File: src/rtl/clock_ratio_detector.sv
// clock_ratio_detector: oversamples a slower clock (clk_div) in the clk_in domain.
// For each clk_div period it reports the period and the high time in clk_in cycles,
// and it declares lock once consecutive measurements agree exactly.
module clock_ratio_detector #(
  parameter int unsigned CNT_WIDTH   = 16,
  parameter int unsigned LOCK_COUNT  = 4,
  parameter int unsigned SYNC_STAGES = 2
) (
  input  logic                 clk_in,
  input  logic                 reset,
  input  logic                 enable,
  input  logic                 clk_div,
  output logic [CNT_WIDTH-1:0] period_out,
  output logic [CNT_WIDTH-1:0] high_out,
  output logic                 meas_valid,
  output logic                 locked,
  output logic                 timeout
);

  localparam int unsigned          MATCH_W  = 8;
  // per_q at this value with no rise means the next increment would hit all-ones
  localparam logic [CNT_WIDTH-1:0] CNT_SAT  = ~CNT_WIDTH'(1);
  localparam logic [MATCH_W-1:0]   LOCK_TGT = MATCH_W'(LOCK_COUNT);

  typedef enum logic [1:0] {
    ST_IDLE    = 2'd0,
    ST_SEEK    = 2'd1,
    ST_MEASURE = 2'd2
  } state_e;

  state_e                 state_q;
  logic [SYNC_STAGES-1:0] sync_q;
  logic                   s_d_q;
  logic [CNT_WIDTH-1:0]   per_q;
  logic [CNT_WIDTH-1:0]   hi_q;
  logic [CNT_WIDTH-1:0]   period_q;
  logic [CNT_WIDTH-1:0]   high_q;
  logic [MATCH_W-1:0]     match_q;
  logic [MATCH_W-1:0]     match_d;
  logic                   first_q;
  logic                   meas_valid_q;
  logic                   locked_q;
  logic                   timeout_q;

  logic                   s_c;
  logic                   rise_c;
  logic                   sat_c;

  // Synchronizer chain for the asynchronous clk_div, plus one delay flop for edge detect
  always_ff @(posedge clk_in or posedge reset) begin
    if (reset) begin
      sync_q <= '0;
      s_d_q  <= 1'b0;
    end else begin
      sync_q <= {sync_q[SYNC_STAGES-2:0], clk_div};
      s_d_q  <= sync_q[SYNC_STAGES-1];
    end
  end

  assign s_c    = sync_q[SYNC_STAGES-1];
  assign rise_c = s_c & ~s_d_q;
  // A rise in the same cycle takes precedence over saturation
  assign sat_c  = (per_q == CNT_SAT) & ~rise_c;

  // Match counter for the measurement completing now; the first one after SEEK never matches
  always_comb begin
    match_d = '0;
    if (!first_q && (per_q == period_q) && (hi_q == high_q)) begin
      if (match_q == LOCK_TGT) begin
        match_d = match_q;
      end else begin
        match_d = match_q + MATCH_W'(1);
      end
    end
  end

  // Measurement FSM with registered outputs; enable low overrides everything
  always_ff @(posedge clk_in or posedge reset) begin
    if (reset) begin
      state_q      <= ST_IDLE;
      per_q        <= '0;
      hi_q         <= '0;
      period_q     <= '0;
      high_q       <= '0;
      match_q      <= '0;
      first_q      <= 1'b1;
      meas_valid_q <= 1'b0;
      locked_q     <= 1'b0;
      timeout_q    <= 1'b0;
    end else begin
      meas_valid_q <= 1'b0;
      timeout_q    <= 1'b0;
      if (!enable) begin
        state_q  <= ST_IDLE;
        per_q    <= '0;
        hi_q     <= '0;
        match_q  <= '0;
        first_q  <= 1'b1;
        locked_q <= 1'b0;
      end else begin
        case (state_q)
          ST_IDLE: begin
            state_q <= ST_SEEK;
            per_q   <= '0;
            hi_q    <= '0;
          end
          ST_SEEK: begin
            if (rise_c) begin
              state_q <= ST_MEASURE;
              per_q   <= CNT_WIDTH'(1);
              hi_q    <= CNT_WIDTH'(1);
              match_q <= '0;
              first_q <= 1'b1;
            end else if (sat_c) begin
              timeout_q <= 1'b1;
              locked_q  <= 1'b0;
              match_q   <= '0;
              per_q     <= '0;
            end else begin
              per_q <= per_q + CNT_WIDTH'(1);
            end
          end
          ST_MEASURE: begin
            if (rise_c) begin
              period_q     <= per_q;
              high_q       <= hi_q;
              meas_valid_q <= 1'b1;
              per_q        <= CNT_WIDTH'(1);
              hi_q         <= CNT_WIDTH'(1);
              match_q      <= match_d;
              locked_q     <= (match_d == LOCK_TGT);
              first_q      <= 1'b0;
            end else if (sat_c) begin
              state_q   <= ST_SEEK;
              timeout_q <= 1'b1;
              locked_q  <= 1'b0;
              match_q   <= '0;
              per_q     <= '0;
              hi_q      <= '0;
            end else begin
              per_q <= per_q + CNT_WIDTH'(1);
              if (s_c) begin
                hi_q <= hi_q + CNT_WIDTH'(1);
              end
            end
          end
          default: begin
            state_q <= ST_IDLE;
          end
        endcase
      end
    end
  end

  assign period_out = period_q;
  assign high_out   = high_q;
  assign meas_valid = meas_valid_q;
  assign locked     = locked_q;
  assign timeout    = timeout_q;

endmodule

File: config.mk
export PLATFORM = sky130hd
export DESIGN_NAME = clock_ratio_detector
export DESIGN_NICKNAME = d
export VERILOG_FILES = /design/src/rtl/clock_ratio_detector.sv
export SDC_FILE = /design/constraint.sdc
export NUM_CORES = 1
export LEC_CHECK = 0
export CAP_MARGIN = 25
export CORE_UTILIZATION = 30
export CTS_BUF_LIST = sky130_fd_sc_hd__clkbuf_16
export DETAILED_ROUTE_END_ITERATION = 10
export PLACE_DENSITY_LB_ADDON = 0.3
export SYNTH_ARGS = -nofsm -noshare
export SYNTH_HDL_FRONTEND = slang
export SYNTH_SLANG_ARGS = --single-unit
File: constraint.sdc
create_clock -name clk_in -period 4.1 [get_ports clk_in]
set_input_delay 0.615 -clock clk_in [delete_from_list [all_inputs] [get_ports clk_in]]
set_output_delay 0.615 -clock clk_in [all_outputs]
set_load 0.02 [all_outputs]
# Yosys cells after proc, flatten, opt, wreduce, memory -nomap -nowiden
# Index checks and enable logic that the tools add are counted.
# Widths: inputs -> output; s select.
[op_classes]
multipliers = 0
mux = 38
n_bitwise = 4
reduce_logical = 10
order_cmp = 0
n_div = 0
shifts = 0
addsub = 3
eq_ne = 16
[ops]
columns = ["op", "count"]
rows = [
  ["$mux 16", 8],
  ["$mux 8", 6],
  ["$pmux 16 s3", 1],
  ["$add 16x1->16 const B", 2],
  ["$eq 16x16->1", 2],
  ["$pmux 16 s2", 1],
  ["$eq 16x16->1 const B", 1],
  ["$eq 8x3->1 const B", 2],
  ["$pmux 8 s2", 1],
  ["$ne 3x3->1 const B", 5],
  ["$mux 1", 14],
  ["$reduce_and 3->1", 4],
  ["$add 8x1->8 const B", 1],
  ["$mux 2", 4],
  ["$pmux 2 s3", 1],
  ["$ne 5x5->1 const B", 1],
  ["$ne 4x1->1 const B", 1],
  ["$pmux 1 s2", 2],
  ["$ne 3x1->1 const B", 1],
  ["$ne 3x2->1 const B", 1],
  ["$and 1x1->1", 2],
  ["$eq 2x1->1 const B", 1],
  ["$eq 2x2->1 const B", 1],
  ["$logic_and 1x1->1", 2],
  ["5 further kinds", 6],
]
[totals]
word_cells = 83
latch_bits = 0
mem_count = 0
register_bits = 81
mem_bits_ro = 0
ram_bits = 0

# Longest topological paths before layout
[logic_depth]
word_depth = 8
ltp_mapped = 10
mapped_depth_nobuf = 8

# Least setup slack after synthesis
# No wires, ideal clock.
[synth_timing]
path_kind = "reg2reg"
startpoint = "reg high_q[8], in the netlist high_out[8]"
endpoint = "reg locked_q, in the netlist locked"
slack_ns = 1.880
path_buffers = 0
synth_period_minus_slack_ns = 2.220
arrival_time_ns = 2.134
path_stages_with_launch = 6
required_ns = 4.013
cell_sequence = "dfrtp_1 xor2_1 a211o_1 or4_4 or4_1 a211oi_2"
[synth_via]
elab_chain_len = 7
[synth_rtl]
columns = ["item", "line", "rtl"]
rows = [
  ["start, declared", "37", "logic [CNT_WIDTH-1:0] high_q;"],
  ["start signal, assigned", "126", "high_q <= hi_q;"],
  ["$eq 16x16->1", "68", "if (!first_q && (per_q == period_q) && (hi_q == high_q)) begin"],
  ["$logic_and 1x1->1", "68", ""],
  ["$mux 8", "68", ""],
  ["$eq 8x3->1", "131", "locked_q <= (match_d == LOCK_TGT);"],
  ["$mux 1", "124", "if (rise_c) begin"],
  ["$pmux 1 s2", "101", "case (state_q)"],
  ["$mux 1", "93", "if (!enable) begin"],
  ["end signal, assigned", "131", ""],
  ["end, declared", "42", "logic locked_q;"],
]
# No other way between the ends.
# A chain may end at the register's enable or synchronous reset.

# Final worst setup path
[layout_timing]
startpoint = "reg state_q[0]"
endpoint = "reg match_q[0]"
[layout_via]
elab_chain_len = 3
word_cells_on_any_way = 5
classes_between = "eq/ne: 3; mux: 2"
[layout_rtl]
columns = ["item", "line", "rtl"]
rows = [
  ["start, declared", "31", "state_e state_q;"],
  ["start signal, assigned", "80", "state_q <= ST_IDLE;"],
  ["start signal, assigned", "94", "state_q <= ST_IDLE;"],
  ["start signal, assigned", "103", "state_q <= ST_SEEK;"],
  ["$eq 2x2->1 or $eq 2x1->1 (tied branches)", "101", ""],
  ["$pmux 8 s2", "101", ""],
  ["$mux 8", "93", ""],
  ["end signal, assigned", "130", "match_q <= match_d;"],
  ["end, declared", "38", "logic [MATCH_W-1:0] match_q;"],
]
# Several ways; a longest one is shown, not always the timed one.

==> flow_metrics.env <==
export IMPL_n_antenna_cell=0
export IMPL_synth_simple_area_share=0.276
export IMPL_synth_xor_area_share=0.0868
export IMPL_p_leak_uw=0.00237
export IMPL_drc_errors=0
export IMPL_die_h_um=124
export IMPL_postCtsSetupBuffers=0
export IMPL_worst_ep_arrival_time_ns=3.06
export IMPL_hpwl_mm=7.83
export IMPL_tns_ns=0
export IMPL_ys_seq_area_frac=0.457
export IMPL_initial_utilization=0.307
export IMPL_multiInputGateArea_um2=2190
export IMPL_antenna_found_initial=0
export IMPL_yosys_area_share_adder=0.0254
export IMPL_synth_top_cell_area_share=0.451
export IMPL_rrSetupSlack_ns=1.30
export IMPL_power_total_uw=2100
export IMPL_ctsResizeCount=0
export IMPL_port_buffers=38
export IMPL_power_density_nw_per_um2=402
export IMPL_firstDrtPassIters=5
export IMPL_dieArea_um2=15300
export IMPL_regArea_um2=2030
export IMPL_grt_max_degree=37
export IMPL_peakVddDrop_mv=0.231
export IMPL_clockRootBuffer="clkbuf_16"
export IMPL_hold_slack_ns=0.350
export IMPL_h_tree_depth=3
export IMPL_fin_area_um2=5230
export IMPL_cts_hold_buf=0
export IMPL_cts_tree="done"
export IMPL_numCtsBuffers=9
export IMPL_drive_gt1_frac=0.0530
export IMPL_num_nets_final=555
export IMPL_outcome="finished, final reports clean"
export IMPL_core_um2=14500
export IMPL_worstHoldEndpoint="sync_q[1]"
export IMPL_crit_path_top_delay_cell="nor4_4"
export IMPL_critPathMaxStageDelay_ns=0.64
export IMPL_muxShareOfSynthArea=0.00677
export IMPL_synth_compound_area_frac=0.0984
export IMPL_netlist_area_um2=4440
export IMPL_worst_hold_startpoint="sync_q[0]"
export IMPL_clock_latency_ns=0.35
export IMPL_synth_edff_count=0
export IMPL_synthArstFlopShare=1.00
export IMPL_vias=3729
export IMPL_clockBufferDepth=2
export IMPL_synthTopCellsByArea="dfrtp_1, nand2_1, xor2_1"
export IMPL_drt_iter0_markers=259
export IMPL_grt_use_total=0.158
export IMPL_grt_pass1_vias=3558
export IMPL_wire_per_inst_um=15.0
export IMPL_clk_pin_slew_worst_paths_ns=0.06
export IMPL_via_per_inst=5.10
export IMPL_cp_max_fo=30
export IMPL_synth_top_family_by_area="simple AND/OR/NAND/NOR gates"
export IMPL_antenna_left=0
export IMPL_yosysWarnings=0
export IMPL_syn_avg_cell_area_um2=8.58
export IMPL_clkSinkCount=81
export IMPL_netlist_instances=517
export IMPL_hold_path_class="reg2reg"
export IMPL_wirelength_mm=11.0
export IMPL_ioPinCount=39
export IMPL_critPathKind="reg2reg"
export IMPL_timing_fmax_mhz=357
export IMPL_synth_top_area_cell="dfrtp_1"
export IMPL_maxCapViolations=0
export IMPL_relSlewSlack=0.461
export IMPL_finalCritPeriodShare=0.684
export IMPL_place_area_um2=4940
export IMPL_hold_violations=0
export IMPL_gp_congestion=0.831
export IMPL_rsz0062_at_grt="no"
export IMPL_cp_end_kind="flop"
export IMPL_synth_nets=530
export IMPL_holdPathStages=0
export IMPL_path_cells="inv_1 > ha_1 > nand3_1 > inv_2 > nand2_1 > nor4_4 > a21oi_1 > o21ai_0"
export IMPL_ys_ff_latch=81
export IMPL_synthFlopType="dfrtp_1"
export IMPL_startpoint_type="flop"
export IMPL_nFillCells=1481
export IMPL_setup_viol=0
export IMPL_yosysUniqueCellTypes=55
export IMPL_tightest_slew_ns=0.803
export IMPL_grt_ovfl_total=0
export IMPL_num_rows=44
export IMPL_finalCriticalPeriod_ns=2.80
export IMPL_worst_clock_skew_ns=0.0106
export IMPL_required_ns=4.36
export IMPL_grt_pass1_wl_mm=18.1
export IMPL_die_w_um=124
export IMPL_r2r_end="match_q[0]"
export IMPL_r2r_start="state_q[0]"
export IMPL_ff2ff_path_depth=8
export IMPL_drv_slew=0
export IMPL_area_delta_synth_final_pct=17.9
-- stage by stage --
stage / worst slack (ns) / cells / utilization
after global placement: 1.06 / 713 / 0.340
after detailed placement: 0.935 / 714 / 0.341
final: 1.30 / 731 / 0.361
after global routing: 1.09 / 731 / 0.361
after CTS: 1.28 / 730 / 0.361
after floorplan: 1.41 / 517 / -
-- critical path: cells and delay by family (launching register included) --
kind / cells / cell delay [ns]
adders and majority gates: 1 / 0.38
AOI/OAI and AO/OA: 2 / 0.38
buffers and inverters: 2 / 0.56
and+or+nand+nor: 3 / 0.99
DFF: 1 / 0.40
-- how the worst max path moves through the flow --
stage                  to       start  slack (ns)
2_1_floorplan     hi_q[0]       reset        1.41
6_report       match_q[0]  state_q[0]        1.30
3_5_place_dp   match_q[0]      enable        0.93
4_1_cts        match_q[0]  state_q[0]        1.28
5_1_grt        match_q[0]   sync_q[1]        1.09
3_3_place_gp   match_q[0]      enable        1.06
-- Yosys cell counts, types with 10 or more instances --
cell type  instances
clkbuf_1          19
nand3_1           29
dfrtp_1           80
nor4_1            12
xor2_1            25
nor2_1            44
o21ai_1           11
xnor2_1           19
inv_1             16
a21oi_1           10
nand2_1          121
o21ai_0           28
-- cell type report --
class                           instances  share of cell area
Inverter                               18              0.0134
Tap cell                              184              0.0440
Clock inverter                          7              0.0117
Timing Repair Buffer                   43              0.0818
Clock buffer                            9              0.0431
Multi-Input combinational cell        389               0.418
Sequential cell                        81               0.388
-- placed cells by master (no fill, tap or decap), drive strengths merged, types with 3 or more instances in the layout --
| cell type | n |
|---|---|
| nand3 | 30 |
| ha | 9 |
| clkinv | 4 |
| clkdlybuf4s50 | 38 |
| clkbuf | 9 |
| o31ai | 6 |
| nor2b | 7 |
| nor2 | 44 |
| dfrtp | 80 |
| mux2i | 3 |
| nand4 | 8 |
| and3 | 6 |
| xnor2 | 19 |
| a21oi | 10 |
| buf | 5 |
| nand4b | 3 |
| nor4 | 13 |
| nand2b | 8 |
| o21ai | 39 |
| inv | 18 |
| xor2 | 25 |
| nor3 | 9 |
| nand2 | 121 |
-- per-layer routing --
layer,track usage,vias up,share of wire
met1,0.204,1812,0.46
met4,0.0783,0,0.028
met2,0.243,92,0.46
met5,0,-,0
li1,-,1802,-
met3,0.0398,23,0.052
-- sequential cells by signal, indices dropped and copies added, names as in the netlist --
name	cells
first_q	1
hi_q	16
high_out	16
locked	1
match_q	8
meas_valid	1
per_q	16
period_out	16
s_d_q	1
state_q	2
sync_q	2
timeout	1
-- report_power, final --
part           internal (uW)  switching, uW  leakage [uW]
Combinational            152            268       0.00112
Sequential               839           51.7       0.00111
Clock                    465            327      0.000140
Total                   1460            647       0.00237
-- cell families (layout without fill, tap and decap cells) --
| kind of cell | Yosys count | in the layout |
|---|---|---|
| AND/OR/NAND/NOR | 261 | 261 |
| flip-flops | 81 | 81 |
| AO/OA/AOI/OAI | 72 | 72 |
| buffers and inverters | 47 | 77 |
| XOR/XNOR | 44 | 44 |
| adder cells (fa/ha/maj) | 9 | 9 |
| multiplexers | 3 | 3 |
(Power assumes the default switching activity.)
